### src/rtl/nibble_add_pkg.sv
// ============================================================================
// Module  : nibble_add_pkg
// Purpose : Shared state encoding and sizing helpers for the nibble-serial adder.
// Revision: 1.0
// ============================================================================
`default_nettype none

package nibble_add_pkg;

  localparam logic [1:0] ST_IDLE = 2'd0;
  localparam logic [1:0] ST_ADD  = 2'd1;
  localparam logic [1:0] ST_DONE = 2'd2;

  localparam int NIBBLE_W = 4;

  typedef enum logic [1:0] {
    S_IDLE = ST_IDLE,
    S_ADD  = ST_ADD,
    S_DONE = ST_DONE
  } state_t;

  // A single-nibble datapath still needs a 1-bit index register.
  function automatic int idx_width(input int nib);
    return (nib <= 1) ? 1 : $clog2(nib);
  endfunction

endpackage

`default_nettype wire

### src/rtl/RCA_4bit.sv
// ============================================================================
// Module  : RCA_4bit
// Purpose : 4-bit ripple-carry adder, sum = A + B + cin.
// Revision: 1.0
// ============================================================================
`default_nettype none

module RCA_4bit (
  input  logic       cin,
  input  logic [3:0] A,
  input  logic [3:0] B,
  output logic       cout,
  output logic [3:0] sum
);

  logic [4:0] w_c;

  assign w_c[0] = cin;

  for (genvar i = 0; i < 4; i++) begin : g_bit
    assign sum[i]    = A[i] ^ B[i] ^ w_c[i];
    assign w_c[i+1]  = (A[i] & B[i]) | (w_c[i] & (A[i] ^ B[i]));
  end

  assign cout = w_c[4];

endmodule

`default_nettype wire

### src/rtl/nibble_serial_add_ctrl.sv
// ============================================================================
// Module  : nibble_serial_add_ctrl
// Purpose : WIDTH-bit add done one nibble per clock through a single RCA_4bit.
// Revision: 1.0
// ============================================================================
`default_nettype none

module nibble_serial_add_ctrl #(
  parameter int WIDTH = 16
) (
  input  logic             clk,
  input  logic             rst,
  input  logic             in_valid,
  output logic             in_ready,
  input  logic [WIDTH-1:0] a,
  input  logic [WIDTH-1:0] b,
  input  logic             cin,
  output logic             out_valid,
  input  logic             out_ready,
  output logic [WIDTH-1:0] sum,
  output logic             cout,
  output logic             busy
);

  import nibble_add_pkg::*;

  localparam int NIB   = WIDTH / NIBBLE_W;
  localparam int IDX_W = idx_width(NIB);
  localparam logic [IDX_W-1:0] C_LAST_IDX = IDX_W'(NIB - 1);

  state_t              r_state;
  logic [IDX_W-1:0]    r_idx;
  logic                r_carry;
  logic [WIDTH-1:0]    r_a;
  logic [WIDTH-1:0]    r_b;
  logic [WIDTH-1:0]    r_sum;
  logic                r_cout;
  logic                r_out_valid;

  logic [NIBBLE_W-1:0] w_a_nib;
  logic [NIBBLE_W-1:0] w_b_nib;
  logic [NIBBLE_W-1:0] w_rca_sum;
  logic                w_rca_cout;

  // Nibble select driven purely from registered operands and index.
  always_comb begin
    w_a_nib = '0;
    w_b_nib = '0;
    for (int n = 0; n < NIB; n++) begin
      if (r_idx == IDX_W'(n)) begin
        w_a_nib = r_a[n*NIBBLE_W +: NIBBLE_W];
        w_b_nib = r_b[n*NIBBLE_W +: NIBBLE_W];
      end
    end
  end

  RCA_4bit u_rca (
    .cin  (r_carry),
    .A    (w_a_nib),
    .B    (w_b_nib),
    .cout (w_rca_cout),
    .sum  (w_rca_sum)
  );

  always_ff @(posedge clk or posedge rst) begin
    if (rst) begin
      r_state     <= S_IDLE;
      r_idx       <= '0;
      r_carry     <= 1'b0;
      r_a         <= '0;
      r_b         <= '0;
      r_sum       <= '0;
      r_cout      <= 1'b0;
      r_out_valid <= 1'b0;
    end else begin
      case (r_state)
        S_IDLE: begin
          if (in_valid) begin
            r_a     <= a;
            r_b     <= b;
            r_carry <= cin;
            r_idx   <= '0;
            r_sum   <= '0;
            r_state <= S_ADD;
          end
        end
        S_ADD: begin
          for (int n = 0; n < NIB; n++) begin
            if (r_idx == IDX_W'(n)) begin
              r_sum[n*NIBBLE_W +: NIBBLE_W] <= w_rca_sum;
            end
          end
          r_carry <= w_rca_cout;
          if (r_idx == C_LAST_IDX) begin
            r_cout      <= w_rca_cout;
            r_out_valid <= 1'b1;
            r_idx       <= '0;
            r_state     <= S_DONE;
          end else begin
            r_idx <= r_idx + 1'b1;
          end
        end
        S_DONE: begin
          // Result stays presented until the consumer takes it.
          if (out_ready) begin
            r_out_valid <= 1'b0;
            r_state     <= S_IDLE;
          end
        end
        default: r_state <= S_IDLE;
      endcase
    end
  end

  assign in_ready  = (r_state == S_IDLE);
  assign busy      = (r_state == S_ADD) || (r_state == S_DONE);
  assign out_valid = r_out_valid;
  assign sum       = r_sum;
  assign cout      = r_cout;

endmodule

`default_nettype wire

### config.mk
export PLATFORM = sky130hd
export DESIGN_NAME = nibble_serial_add_ctrl
export DESIGN_NICKNAME = d
export VERILOG_FILES = /design/src/rtl/nibble_add_pkg.sv /design/src/rtl/RCA_4bit.sv /design/src/rtl/nibble_serial_add_ctrl.sv
export SDC_FILE = /design/constraint.sdc
export NUM_CORES = 1
export LEC_CHECK = 0
export CAP_MARGIN = 10
export CORE_UTILIZATION = 48
export CTS_CLUSTER_DIAMETER = 100
export DETAILED_ROUTE_END_ITERATION = 7
export PLACE_DENSITY = 0.77
export SLEW_MARGIN = 20
export SYNTH_ARGS = -nofsm -noshare
export SYNTH_HDL_FRONTEND = slang
export SYNTH_HIERARCHICAL = 1
export SYNTH_SLANG_ARGS = --single-unit
### constraint.sdc
create_clock -name clk -period 3.27 [get_ports clk]
set_input_delay 0.8175 -clock clk [delete_from_list [all_inputs] [get_ports clk]]
set_output_delay 0.8175 -clock clk [all_outputs]
set_load 0.005 [all_outputs]
== After elaboration in Yosys (flattened, before gate mapping) ==
Index checks and enable logic that the tools add are counted.

* Bits in registers: 55
* Input port bits: 37
* Output and inout port bits: 20
* Logic and storage cells: 83

* Add/sub/neg operators: 1
* Eq/ne operators: 11
* Mux-type cells: 26
* Bitwise operators: 20
* Reductions and logical operators: 14

{| class="wikitable"
|+ Operators with widths
! kind !! count
|-
| 2-to-1 mux 4 bit || 12
|-
| case mux 16 bit (2 select lines) || 1
|-
| AND reduction 3 bit || 6
|-
| 2-to-1 mux 16 bit || 1
|-
| != test 2 bit (second input constant) || 6
|-
| 2-to-1 mux 2 bit || 5
|-
| bitwise AND 1 bit || 8
|-
| bitwise XOR 1 bit || 8
|-
| equality test 2 bit (second input constant) || 3
|-
| case mux 2 bit (3 select lines) || 1
|-
| AND reduction 2 bit || 3
|-
| equality test 2 x 1 -> 1 bit (second input constant) || 2
|-
| logical NOT 2 bit || 2
|-
| bitwise OR 1 bit || 4
|-
| case mux 1 bit (2 select lines) || 2
|-
| case mux 2 bit (2 select lines) || 1
|-
| nonzero test 2 bit || 2
|-
| 2-to-1 mux 1 bit || 3
|-
| adder 2 x 1 -> 2 bit (second input constant) || 1
|-
| logical OR 1 bit || 1
|}

== Depth between registers and ports, before layout ==
* Word-level depth: 15
* Mapped depth: 18
* Gate-level depth less buffers: 16

== Hierarchy ==
The synthesis kept the hierarchy.

{| class="wikitable"
|+ By module, submodules not included
! module !! instances !! cells an instance !! area an instance (um^2) !! seq. area each (um^2)
|-
| nibble_serial_add_ctrl || 1 || 264 || 3,012.9 || 1,376.3
|-
| RCA_4bit || 1 || 14 || 117.6 || 0.0
|}

== Worst setup path after synthesis ==
OpenSTA, ideal clock, no wires.

* Path kind: register to register
* From: reg r_idx[0]
* To: reg r_sum[3], in the netlist sum[3]
* Setup time: 87 ps
* Arrival: 3,285 ps
* Required time: 3,183 ps
* Setup slack: -102 ps
* Stages on the path, launching flop included: 18
* Path buffers: 1
* Period minus slack after synthesis: 3,372 ps
* Cell sequence: dfrtp_1 inv_1 ha_1 nor2b_2 buf_6 a221oi_1 o31ai_1 fa_1 inv_1 fa_1 inv_1 fa_1 inv_1 fa_1 inv_1 and3_1 a21oi_1 o211ai_1

* Longest elaborated chain between the ends: 15
* Elaborated cells between the ends (all ways): 30
* Classes of those cells: eq/ne: 4; mux: 10; bitwise: 14; reduce/logical: 2

{| class="wikitable"
|+ RTL lines
! what !! RTL line !! source
|-
| from (decl) || nibble_serial_add_ctrl.sv:32 || <nowiki>logic [IDX_W-1:0] r_idx;</nowiki>
|-
| from (signal assigned) || nibble_serial_add_ctrl.sv:100 || <nowiki>r_idx <= r_idx + 1'b1;</nowiki>
|-
| logical NOT 2 bit || nibble_serial_add_ctrl.sv:50 || <nowiki>if (r_idx == IDX_W'(n)) begin</nowiki>
|-
| 2-to-1 mux 4 bit (3 in a row) || nibble_serial_add_ctrl.sv:50 ||
|-
| 2-to-1 mux 4 bit (*) || nibble_serial_add_ctrl.sv:50 ||
|-
| named net w_a_nib[0] || nibble_serial_add_ctrl.sv:40 || <nowiki>logic [NIBBLE_W-1:0] w_a_nib;</nowiki>
|-
| bitwise XOR 1 bit || RCA_4bit.sv:22 || <nowiki>assign w_c[i+1] = (A[i] & B[i]) | (w_c[i] & (A[i] ^ B[i]));</nowiki>
|-
| bitwise AND 1 bit || RCA_4bit.sv:22 ||
|-
| bitwise OR 1 bit (*) || RCA_4bit.sv:22 ||
|-
| bitwise AND 1 bit (*) || RCA_4bit.sv:22 ||
|-
| bitwise OR 1 bit (*) || RCA_4bit.sv:22 ||
|-
| bitwise AND 1 bit (*) || RCA_4bit.sv:22 ||
|-
| bitwise OR 1 bit (*) || RCA_4bit.sv:22 ||
|-
| bitwise XOR 1 bit (*) || RCA_4bit.sv:21 || <nowiki>assign sum[i] = A[i] ^ B[i] ^ w_c[i];</nowiki>
|-
| named net w_rca_sum[3] || nibble_serial_add_ctrl.sv:42 || <nowiki>logic [NIBBLE_W-1:0] w_rca_sum;</nowiki>
|-
| 2-to-1 mux 4 bit (*) || nibble_serial_add_ctrl.sv:89 || <nowiki>if (r_idx == IDX_W'(n)) begin</nowiki>
|-
| case mux 16 bit (2 select lines) (*) || nibble_serial_add_ctrl.sv:76 || <nowiki>case (r_state)</nowiki>
|-
| to (signal, indexed assignment) || nibble_serial_add_ctrl.sv:90 || <nowiki>r_sum[n*NIBBLE_W +: NIBBLE_W] <= w_rca_sum;</nowiki>
|-
| to (decl) || nibble_serial_add_ctrl.sv:36 || <nowiki>logic [WIDTH-1:0] r_sum;</nowiki>
|}

The timed path passes the listed nets; every way through them passes the cells marked *. The select of a mux whose other input is x is not followed.
A chain may end at the register's enable or synchronous reset.

== Worst setup path after layout ==
* From: reg r_idx[0]
* To: reg r_sum[15], in the netlist sum[15]

The elaborated chain is that of the path after synthesis.

==> metrics <==
first-pass GRT wire length between 10000 and 15000 µm; minimum period implied by the final worst setup slack 3390 ps; count of pins on the block boundary 57; maximum root-to-sink buffer count 2; Vias/cell roughly 5.8; kind of end point of the critical path flip-flop; number of enable-type register cells in the synthesized netlist 0; clock sink count 55; Total Routed Length between 6000 and 7000 µm; max-cap viol count 0; kind of critical path reg -> reg; number of antenna violations at the first check in global routing 0; Area growth syn-to-layout 30.3%; most frequent cells in the layout 56 x clkdlybuf4s50_1, 54 x dfrtp_1, 30 x mux2_4, 21 x buf_4, 17 x o21ai_1; mean post-synth cell area roughly 11 µm²; Internal Power between 2 and 3 mW; DR iter-0 viols around 190; count of different cell masters after synthesis 33; most used cell along the critical path inv_2; total die area just under 7000 µm²; Setup WS post-layout -116 ps; Worst-Margin Slew between 700 and 800 ps; most common library cell in the layout ignoring fill and taps clkdlybuf4s50_1; synthesized net count ~330; Layout fillers 485; Worst Hold Path Cells 1; largest fanout of any net on the critical path 8; Worst path top cell family by delay adder cells; Total Nets Final 394; IR drop worst, VDD between 0.6 and 0.7 mV; pin count of the biggest net entering global routing 41; global router's overall resource usage 21.1%; Antenna Diode Count 0; cell depth of the worst setup path 15; violations in the final reports setup timing; ordered list of cells on the worst path ha_4 > buf_6 > a221oi_4 > o31ai_4 > fa_2 > inv_2 > fa_2 > inv_2 > fa_2 > inv_2 > fa_1 > inv_2 > and3_4 > a21oi_2 > o221ai_1; number of standard cells after synthesis between 200 and 300; depth of the worst register-to-register path 15; Cell Rows 29; RSZ-0062 raised after global routing true; post-synthesis instance area 3130 µm²; net switching power 1.88 mW; Achievable Freq roughly 300 MHz; final core utilization 64.6%; PD cells approximately 1100 nW/µm²; switching part of the total power 41.8%; Logic pwr share approximately 64%; worst rel slew slack 51.8%; clock transition time at the flip-flop clock pins of the worst setup and hold paths approximately 100 ps; portion of total power attributed to sequential cells 27.3%; count of state elements after synthesis 55; vias about 2.5k; number of global-route vias before repair around 2.2k; Final Max Slew Viols 0; sum of overflow across all layers after global routing 0; Initial Util about half; HPWL after DPL between 4000 and 5000 µm; Worst Path Buf+Inv 5; number of iterations in the first detailed-routing pass 4; stage delay of the slowest cell on the critical path between 400 and 500 ps; hold crit path type reg -> reg; antenna violation net count after detailed routing 0; layout cell share with drive strength beyond 1 between 20% and 30%; Max H-tree Level 2; required time at the endpoint of the critical path ~3500 ps; worst setup slack before clock tree synthesis -213 ps; Clock power frac between 8 and 9%; Worst path slowest cell dfrtp_2; arrival time of the worst setup path between 3000 and 4000 ps; RD Place Congestion approximately 0.8; Die Span X about 83 µm; count of unresolved DRC violations after routing 0; static power due to leakage between 1.5 and 2 nW; count of yosys warnings during synthesis 6; number of buffers inserted by port buffering between 50 and 60; status finished, violations left; Hold Fails Final Rpt 0; final cycle utilization of the critical path 104%; final setup violation count 5; prevailing post-synth register cell dfrtp_1; core footprint 6310 µm²; part of the Yosys area used for sequential elements between 40% and 50%; async set-or-reset flop fraction in the synthesized netlist 100%; Die Ht about 83 µm; later-pin clock latency in the skew report around 310 ps; Setup Skew just under 8 ps; startpoint type of the worst setup path flip-flop; number of clock buffers inserted by TritonCTS 5; Clock Tree Root clkbuf_8; average routed wire per standard cell 16.4 µm; post-layout power ~4.5 mW; TritonCTS clock tree built
==> stage by stage <==
step	hold WS, ps	cell area (µm²)	TNS [ps]	std cells
6_report	504	4080	-398	422
5_1_grt	527	4080	-962	422
4_1_cts	507	4000	-48.3	418
3_5_place_dp	487	3800	-865	407
3_3_place_gp	476	3800	-12.1	407
2_1_floorplan	465	3150	0	278
==> cells by family (layout without fill, tap and decap cells) <==
kind of cell | Yosys count | count (layout) | share of synthesized area [%]
compound gates | 74 | 74 | 15.8
fa+ha+maj | 12 | 12 | 5.76
buf+inv | 38 | 105 | 6.55
flops | 55 | 55 | 44.0
mux | 36 | 36 | 16.5
simple gates | 63 | 63 | 11.4
==> power by group through the flow <==
stage          Sequential, mW  Clock [mW]  Combinational (mW)
2_1_floorplan            1.16           0                1.75
3_3_place_gp             1.22           0                2.31
3_5_place_dp             1.22           0                2.40
4_1_cts                  1.22       0.387                2.67
5_1_grt                  1.26       0.411                3.13
6_report                 1.23       0.383                2.89
==> per-layer routing <==
metal	global-route usage [%]	wire length (µm)	vias up
li1	-	-	1145
met1	29.5	3090	1224
met2	33.7	3430	78
met3	3.08	311	10
met4	6.38	102	0
met5	0	0	-
==> path summary, 6_finish.rpt <==
kind / start / to / slack (ps)
hold / removal: r_a[12] / r_a[12] / 500
min in group asynchronous: rst / r_state[0] / 860
hold reg to reg: r_a[12] / r_a[12] / 500
max in group asynchronous: rst / r_idx[0] / 1860
setup reg to reg: r_idx[0] / sum[15] / -120
setup / recovery: r_idx[0] / sum[15] / -120
==> final cells by class <==
cell class              count  area [µm²]  share of cell area [%]
clock inverters             1        5.00                   0.123
well taps                  77        96.3                    2.36
flip-flops and latches     55        1380                    33.8
clock buffers               6        82.6                    2.02
multi-input cells         185        1670                    41.0
inverters                  17        66.3                    1.63
repair buffers             81         781                    19.1
==> repair_timing <==
action                                  CTS  global route
pin swaps                                10            15
gates cloned                              0             0
endpoints found under the hold margin     0             0
endpoints found under the setup margin    7             5
setup buffers                             4             4
resized for setup                        21             8
hold buffers                              0             0
==> worst register-to-register path, stage by stage, from the launching register on <==
cell      delay [ps]
dfrtp_2          470
ha_4             200
buf_6            130
a221oi_4         310
o31ai_4           90
fa_2             400
inv_2             80
fa_2             200
inv_2             40
fa_2             370
inv_2             70
fa_1             430
inv_2            140
and3_4           190
a21oi_2           30
o221ai_1         160
==> flip-flops by register name, summed over array words and instances (netlist names) <==
register	cells
cout	1
out_valid	1
r_a	16
r_b	16
r_carry	1
r_idx	2
r_state	2
sum	16
==> Yosys cell counts (all sizes together) (2+ instances only) <==
library cell  number  area share, %
inv               17            2.0
o221ai             7            2.0
fa                 4            2.6
nand4             10            2.0
and3              16            3.2
nand3              2           0.32
o211ai            10            2.7
buf               18            4.2
nor2b             13            2.7
a221oi             8            2.2
o31ai              9            2.2
o21ai             17            2.7
nand2             16            2.0
nand2b             4           0.88
clkbuf             3           0.36
mux2              35             16
dfrtp             55             44
ha                 8            3.2
o22ai              2           0.40
a21oi             17            2.7
a31oi              3           0.60
(Power assumes the default switching activity.)
